===== src/rtl/lcd_pkg.sv =====
// Shared definitions for the HD44780-style LCD bus responder: nibble FSM states,
// command prefixes, DDRAM window bases and the address stepping helper.
package lcd_pkg;

  typedef enum logic [1:0] {
    M8,
    HI,
    LO
  } rx_mode_e;

  localparam logic [7:0] CMD_CLEAR = 8'h01;
  localparam logic [7:0] CMD_HOME  = 8'h02;
  localparam logic [7:0] CMD_ENTRY = 8'h04;
  localparam logic [7:0] CMD_DISP  = 8'h08;
  localparam logic [7:0] CMD_SHIFT = 8'h10;
  localparam logic [7:0] CMD_FUNC  = 8'h20;
  localparam logic [7:0] CMD_CGRAM = 8'h40;
  localparam logic [7:0] CMD_DDRAM = 8'h80;

  localparam logic [7:0] CHAR_SPACE = 8'h20;
  localparam logic [6:0] ROW0_BASE  = 7'h00;
  localparam logic [6:0] ROW1_BASE  = 7'h40;

  // Step over the 80-location two-line DDRAM space (00-27, 40-67).
  function automatic logic [6:0] ddram_next(input logic [6:0] addr, input logic inc);
    logic [6:0] nxt;
    if (inc) begin
      if (addr == 7'h27)      nxt = ROW1_BASE;
      else if (addr == 7'h67) nxt = ROW0_BASE;
      else                    nxt = addr + 7'd1;
    end else begin
      if (addr == ROW0_BASE)      nxt = 7'h67;
      else if (addr == ROW1_BASE) nxt = 7'h27;
      else                        nxt = addr - 7'd1;
    end
    return nxt;
  endfunction

endpackage


===== src/rtl/lcd_nibble_rx.sv =====
// Input synchroniser, falling-edge strobe detector and M8/HI/LO nibble assembler.
// cpl_* is the combinational completion (strobe cycle); byte_* is its registered copy.
module lcd_nibble_rx
  import lcd_pkg::*;
(
  input  logic       clk,
  input  logic       reset,
  input  logic       lcd_e,
  input  logic       lcd_rs,
  input  logic       lcd_rw,
  input  logic [3:0] lcd_d,
  output logic       cpl_valid,
  output logic       cpl_rs,
  output logic [7:0] cpl_data,
  output logic       byte_valid,
  output logic       byte_rs,
  output logic [7:0] byte_data,
  output logic       rw_err
);

  logic       in_e_q, in_rs_q, in_rw_q;
  logic [3:0] in_d_q;
  logic       e_q, rs_q, rw_q;
  logic [3:0] d_q;

  rx_mode_e   mode_q, mode_d;
  logic [3:0] hi_q, hi_d;
  logic       byte_valid_q, byte_valid_d;
  logic       byte_rs_q, byte_rs_d;
  logic [7:0] byte_data_q, byte_data_d;
  logic       rw_err_q, rw_err_d;

  logic strobe, wr_strobe;

  always_comb begin
    strobe    = e_q & ~in_e_q;
    wr_strobe = strobe & ~rw_q;

    mode_d    = mode_q;
    hi_d      = hi_q;
    cpl_valid = 1'b0;
    cpl_rs    = rs_q;
    cpl_data  = {hi_q, d_q};
    rw_err_d  = rw_err_q | (strobe & rw_q);

    case (mode_q)
      M8: begin
        if (wr_strobe) begin
          cpl_valid = 1'b1;
          cpl_data  = {d_q, 4'h0};
          if (!rs_q && d_q == 4'h2) mode_d = HI;
        end
      end
      HI: begin
        if (wr_strobe) begin
          hi_d   = d_q;
          mode_d = LO;
        end
      end
      LO: begin
        if (wr_strobe) begin
          cpl_valid = 1'b1;
          // 0011xxxx is a function set with DL=1: back to 8-bit transfers
          mode_d = (!rs_q && hi_q == 4'h3) ? M8 : HI;
        end
      end
      default: mode_d = M8;
    endcase

    byte_valid_d = cpl_valid;
    byte_rs_d    = cpl_valid ? cpl_rs : byte_rs_q;
    byte_data_d  = cpl_valid ? cpl_data : byte_data_q;
  end

  always_ff @(posedge clk or negedge reset) begin
    if (!reset) begin
      in_e_q       <= 1'b0;
      in_rs_q      <= 1'b0;
      in_rw_q      <= 1'b0;
      in_d_q       <= '0;
      e_q          <= 1'b0;
      rs_q         <= 1'b0;
      rw_q         <= 1'b0;
      d_q          <= '0;
      mode_q       <= M8;
      hi_q         <= '0;
      byte_valid_q <= 1'b0;
      byte_rs_q    <= 1'b0;
      byte_data_q  <= '0;
      rw_err_q     <= 1'b0;
    end else begin
      in_e_q       <= lcd_e;
      in_rs_q      <= lcd_rs;
      in_rw_q      <= lcd_rw;
      in_d_q       <= lcd_d;
      e_q          <= in_e_q;
      rs_q         <= in_rs_q;
      rw_q         <= in_rw_q;
      d_q          <= in_d_q;
      mode_q       <= mode_d;
      hi_q         <= hi_d;
      byte_valid_q <= byte_valid_d;
      byte_rs_q    <= byte_rs_d;
      byte_data_q  <= byte_data_d;
      rw_err_q     <= rw_err_d;
    end
  end

  assign byte_valid = byte_valid_q;
  assign byte_rs    = byte_rs_q;
  assign byte_data  = byte_data_q;
  assign rw_err     = rw_err_q;

endmodule


===== src/rtl/lcd_responder.sv =====
// Receiving end of the 4-bit character-LCD bus: decodes bytes, keeps the 2x16
// DDRAM window image and emulates the busy flag to check transmitter timing.
module lcd_responder
  import lcd_pkg::*;
#(
  parameter int unsigned CMD_BUSY = 1850,
  parameter int unsigned CLR_BUSY = 76000
) (
  input  logic         clk,
  input  logic         reset,
  input  logic         LCD_E,
  input  logic         LCD_RS,
  input  logic         LCD_RW,
  input  logic [3:0]   LCD_D,
  output logic [127:0] row_A,
  output logic [127:0] row_B,
  output logic         byte_valid,
  output logic         byte_rs,
  output logic [7:0]   byte_data,
  output logic         busy,
  output logic         disp_on,
  output logic         timing_err,
  output logic         rw_err
);

  localparam int unsigned CW = $clog2(CLR_BUSY + 1);

  logic         cpl_valid, cpl_rs;
  logic [7:0]   cpl_data;

  logic [127:0] row_a_q, row_a_d;
  logic [127:0] row_b_q, row_b_d;
  logic [6:0]   addr_q, addr_d;
  logic         inc_q, inc_d;
  logic         cg_q, cg_d;
  logic         disp_on_q, disp_on_d;
  logic         timing_err_q, timing_err_d;
  logic [CW-1:0] cnt_q, cnt_d;

  lcd_nibble_rx u_rx (
    .clk        (clk),
    .reset      (reset),
    .lcd_e      (LCD_E),
    .lcd_rs     (LCD_RS),
    .lcd_rw     (LCD_RW),
    .lcd_d      (LCD_D),
    .cpl_valid  (cpl_valid),
    .cpl_rs     (cpl_rs),
    .cpl_data   (cpl_data),
    .byte_valid (byte_valid),
    .byte_rs    (byte_rs),
    .byte_data  (byte_data),
    .rw_err     (rw_err)
  );

  // Decoding the unregistered completion lets the rows change on the same
  // edge that raises byte_valid.
  always_comb begin
    row_a_d      = row_a_q;
    row_b_d      = row_b_q;
    addr_d       = addr_q;
    inc_d        = inc_q;
    cg_d         = cg_q;
    disp_on_d    = disp_on_q;
    timing_err_d = timing_err_q;
    cnt_d        = (cnt_q != '0) ? cnt_q - CW'(1) : cnt_q;

    if (cpl_valid) begin
      if (cnt_q != '0) timing_err_d = 1'b1;
      cnt_d = CW'(CMD_BUSY);
      if (!cpl_rs) begin
        if (cpl_data >= CMD_DDRAM) begin
          addr_d = cpl_data[6:0];
          cg_d   = 1'b0;
        end else if (cpl_data >= CMD_CGRAM) begin
          cg_d = 1'b1;
        end else if (cpl_data >= CMD_FUNC) begin
          // interface width is tracked by the nibble receiver
        end else if (cpl_data >= CMD_SHIFT) begin
          // display/cursor shift is not modelled
        end else if (cpl_data >= CMD_DISP) begin
          disp_on_d = cpl_data[2];
        end else if (cpl_data >= CMD_ENTRY) begin
          inc_d = cpl_data[1];
        end else if (cpl_data >= CMD_HOME) begin
          addr_d = ROW0_BASE;
          cg_d   = 1'b0;
          cnt_d  = CW'(CLR_BUSY);
        end else if (cpl_data == CMD_CLEAR) begin
          row_a_d = {16{CHAR_SPACE}};
          row_b_d = {16{CHAR_SPACE}};
          addr_d  = ROW0_BASE;
          inc_d   = 1'b1;
          cg_d    = 1'b0;
          cnt_d   = CW'(CLR_BUSY);
        end
      end else if (!cg_q) begin
        for (int unsigned i = 0; i < 16; i++) begin
          if (addr_q[3:0] == 4'(i)) begin
            if (addr_q[6:4] == ROW0_BASE[6:4]) row_a_d[8*(15-i) +: 8] = cpl_data;
            if (addr_q[6:4] == ROW1_BASE[6:4]) row_b_d[8*(15-i) +: 8] = cpl_data;
          end
        end
        addr_d = ddram_next(addr_q, inc_q);
      end
    end
  end

  always_ff @(posedge clk or negedge reset) begin
    if (!reset) begin
      row_a_q      <= {16{CHAR_SPACE}};
      row_b_q      <= {16{CHAR_SPACE}};
      addr_q       <= ROW0_BASE;
      inc_q        <= 1'b1;
      cg_q         <= 1'b0;
      disp_on_q    <= 1'b0;
      timing_err_q <= 1'b0;
      cnt_q        <= '0;
    end else begin
      row_a_q      <= row_a_d;
      row_b_q      <= row_b_d;
      addr_q       <= addr_d;
      inc_q        <= inc_d;
      cg_q         <= cg_d;
      disp_on_q    <= disp_on_d;
      timing_err_q <= timing_err_d;
      cnt_q        <= cnt_d;
    end
  end

  assign row_A      = row_a_q;
  assign row_B      = row_b_q;
  assign busy       = (cnt_q != '0);
  assign disp_on    = disp_on_q;
  assign timing_err = timing_err_q;

endmodule


===== config.mk =====
export PLATFORM = sky130hd
export DESIGN_NAME = lcd_responder
export DESIGN_NICKNAME = d
export VERILOG_FILES = /design/src/rtl/lcd_pkg.sv /design/src/rtl/lcd_nibble_rx.sv /design/src/rtl/lcd_responder.sv
export SDC_FILE = /design/constraint.sdc
export NUM_CORES = 1
export LEC_CHECK = 0
export CAP_MARGIN = 40
export CORE_UTILIZATION = 47
export CTS_BUF_LIST = sky130_fd_sc_hd__clkbuf_16
export CTS_CLUSTER_DIAMETER = 40
export DETAILED_ROUTE_END_ITERATION = 10
export PLACE_DENSITY = 0.77
export REMOVE_ABC_BUFFERS = 1
export SYNTH_ARGS = -nofsm -noshare
export SYNTH_HDL_FRONTEND = slang
export SYNTH_SLANG_ARGS = --single-unit

===== constraint.sdc =====
create_clock -name clk -period 2.85 [get_ports clk]
set_input_delay 0.57 -clock clk [delete_from_list [all_inputs] [get_ports clk]]
set_output_delay 0.57 -clock clk [all_outputs]
set_load 0.02 [all_outputs]

==> results by group <==
Run status
  • Outcome: complete, but fails checks
  • Failing checks: setup timing

Route
  • Drt drc: 0
  • Final ANT Viol Nets: 0
  • Via density: 5.46
  • Pre-Repair DR Iteration Count: 5
  • DR iter-0 viols: about 580
  • Routed via count: between 9k and 10k
  • WL per Instance: 21.4 um
  • Wire length after detailed routing: between 30000 and 40000 um

Worst setup path
  • Flop2flop setup slack: around 0.16 ns
  • Slowest stage delay, CP: 0.48 ns
  • Setup crit end kind: output pin
  • CP startpoint kind: flip-flop
  • Data required, critical path: 2.28 ns
  • Critical path arrival: around 2.4 ns
  • CP cell instances: inv_2 > ha_4 > or4b_4 > or2_4 > or4_4 > buf_6
  • Crit-path max FO: 2
  • Category of the most critical setup path: flip-flop to output pin
  • Slowest-stage cell, CP: or4_4

STA
  • Fin. max-slew vios: 0
  • Hold Vio Cnt, Final: 0
  • Period utilization: 106%
  • Worst-Margin Slew: 0.601 ns
  • Max_slew headroom: 59.8%
  • Final number of setup-violating endpoints: 1
  • Setup WS post-layout: -0.164 ns
  • Setup tns final: -0.164 ns
  • Top achievable clock speed: 332 MHz
  • Final clock skew: 0.0336 ns
  • Final min period: 3.01 ns
  • RSZ-0062 raised after global routing: yes

Yosys
  • Area contributors post-synth: dfrtp_1 52%, mux2_2 14%, mux2_4 7.5%
  • Top_reg_cell synth: dfrtp_1
  • Synth top cells by count: 282 x dfrtp_1, 172 x mux2_2, 68 x mux2_4, 59 x clkbuf_1, 51 x nand2_1
  • Synth Area in Adders: 0.461%
  • Largest family of logic cells by synthesized area: multiplexers
  • Syn Area/Cell: 13.9 sq um
  • Area leader, netlist: dfrtp_1
  • Share of the synthesized area in the top cell type: about half
  • Yosys reg bits: roughly 320
  • Netlist cell types: 64
  • Count leader, synth: dfrtp_1
  • Mapped Area: ~14000 sq um
  • Synth Area in Simple Gates: under 10%
  • Register area share after synthesis: about 58%
  • Synth Instances: 979
  • Post-synth EDFFs: 0
  • Multiplexer share of the synthesized area: about a quarter
  • Compound-Gate Fraction of Synth Area: 7.27%
  • YS warnings: 0
  • Post-synth ARST share: 100%
  • XOR/XNOR Fraction of Synth Area: 0.838%

Power
  • Leakage: about 8.5 nW
  • Total power: 13.6 mW
  • PwrDens: approximately 730 nW/um^2
  • Max VDD drop: 0.000564 V

Clock network
  • H-Tree Depth: 2
  • Root Driver: clkbuf_16
  • Total CTS buffers: 42
  • Clk buf depth: 3
  • Clock transition at path regs: approximately 0.050 ns
  • Clk_lat worst skew: between 0.5 and 0.6 ns
  • CTS Sinks: 315
  • CTS tree: yes

Cells and area
  • Inserted Diodes: 0
  • Area delta synth->final: 37.1%
  • Nets: roughly 1.3k
  • Post-route core utilization: 66.3%
  • Share of cells above drive strength 1: 34.9%

Placement
  • Post-DP HPWL: between 20000 and 25000 um
  • I/O Buffers: approximately 280
  • Final GP Congestion: 0.871

GRT
  • Global route overflow: 0
  • Global-route wire length before repair: 55600 um
  • Initial antenna violation count: 0
  • Global Route Usage Sum: between 20% and 30%
  • Vias in the first global route: 9595
  • Largest net degree at the start of global routing: 71

Die
  • Io pins: 279
  • Row Count: just over 60
  • Core area: approximately 28000 sq um
  • Initial Utilization: 48.4%
  • Die Area: 29600 sq um
  • Die Width: 172 um
  • Die height: 172 um

Min path
  • Worst min path class: input pin to async pin

Job
  • Max-cap viol count: 0
## layer usage
layer	vias to the layer above	track usage (%)	share of wire [%]
li1	4125	-	-
met1	4786	31.9	42
met2	327	39.0	47
met3	80	6.75	7.5
met4	0	9.81	3.5
met5	-	0	0
## cells in the final DEF (no fill, tap or decap), types with 4 or more instances in the layout
cell type        netlist  routed
and3_1                 8       8
clkbuf_16              0      43
nor2_1                32      29
nand2b_1               5       5
mux2_2               172     172
buf_12                 0       6
buf_4                  5      67
a21o_1                 4       4
a22o_1                 5       5
mux2_1                16      16
clkinv_2               0       6
a211o_1               13      13
dfstp_2               33      33
nor3_1                14      13
nor4_1                 5       5
a31oi_1                7       7
or4_1                  6       4
nand4_1                6       6
nand3_1               12      11
inv_1                 14      16
mux2i_1                4       4
a211oi_4              10      10
clkdlybuf4s50_1        0     276
ha_1                   5       4
xor2_1                 6       6
a21oi_1               17      17
clkinvlp_4             0       6
nand2_1               51      50
o21ai_0               22      22
xnor2_1                7       7
or2_2                  6       5
o31ai_1                6       6
mux2_4                68      68
inv_6                  0       4
or3_1                 12      11
nor2b_1                6       6
dfrtp_1              282     281
clkinv_1               0       4
## critical path, delay by kind of cell, from the launching register on
family                   cells  cell delay, ns
adder cells (fa/ha/maj)      1            0.13
AND/OR/NAND/NOR              3            1.19
buffers and inverters        2            0.24
flip-flops                   1            0.39
## kinds of logic (layout without fill, tap and decap cells)
| kind of cell | Yosys count | in the layout |
|---|---|---|
| buf+inv | 96 | 445 |
| compound gates | 115 | 115 |
| xor+xnor | 13 | 13 |
| mux | 260 | 260 |
| simple gates | 175 | 175 |
| fa+ha+maj | 5 | 5 |
| flops | 315 | 315 |
## registers in the layout, indices dropped and copies added (netlist names), 2 cells and up
signal	count
row_A	128
row_B	128
cnt_q	17
u_rx.byte_data	8
addr_q	7
u_rx.d_q	4
u_rx.hi_q	4
u_rx.in_d_q	4
u_rx.mode_q	2
## final cells by class
type	instances	area (sq um)
clock buffers	43	1080
well taps	378	473
repair buffers	353	3470
flip-flops and latches	315	7930
clock inverters	34	319
fillers	2041	9470
inverters	15	56.3
multi-input cells	568	5300
## repair_timing
item,in CTS,in global routing
pin swaps,0,0
buffers inserted,2,2
gates resized for setup,14,1
setup endpoints to repair,1,1
hold endpoints to repair,0,0
hold buffers,0,0
## power breakdown
| part | internal [mW] | switching (mW) |
|---|---|---|
| clock network | 3.08 | 2.07 |
| logic | 1.42 | 1.66 |
| registers | 5.02 | 0.391 |
## metrics by stage
| step | worst slack, ns | instance area (sq um) | hold slack [ns] | instances |
|---|---|---|---|---|
| floorplan | -1.12 | 13200 | 0.274 | 898 |
| CTS | -0.167 | 18600 | 0.0121 | 1704 |
| global placement | -0.265 | 17100 | 0.332 | 1622 |
| finish | -0.164 | 18600 | 0.00803 | 1706 |
| detailed placement | -0.294 | 17200 | 0.338 | 1625 |
| global route | -0.210 | 18600 | 0.0296 | 1706 |
## final timing paths
| check | from | endpoint | cells after the start |
|---|---|---|---|
| max | cnt_q[0] | busy | 6 |
| min | reset | row_B[22] | 1 |
| max reg2reg | u_rx.mode_q[0] | row_B[36] | 8 |
| min reg2reg | u_rx.in_d_q[2] | u_rx.d_q[2] | 0 |
| max in group asynchronous | reset | row_A[5] | 2 |
| min in group clk | u_rx.in_d_q[2] | u_rx.d_q[2] | 0 |
Power figures use the tool's default switching activity.
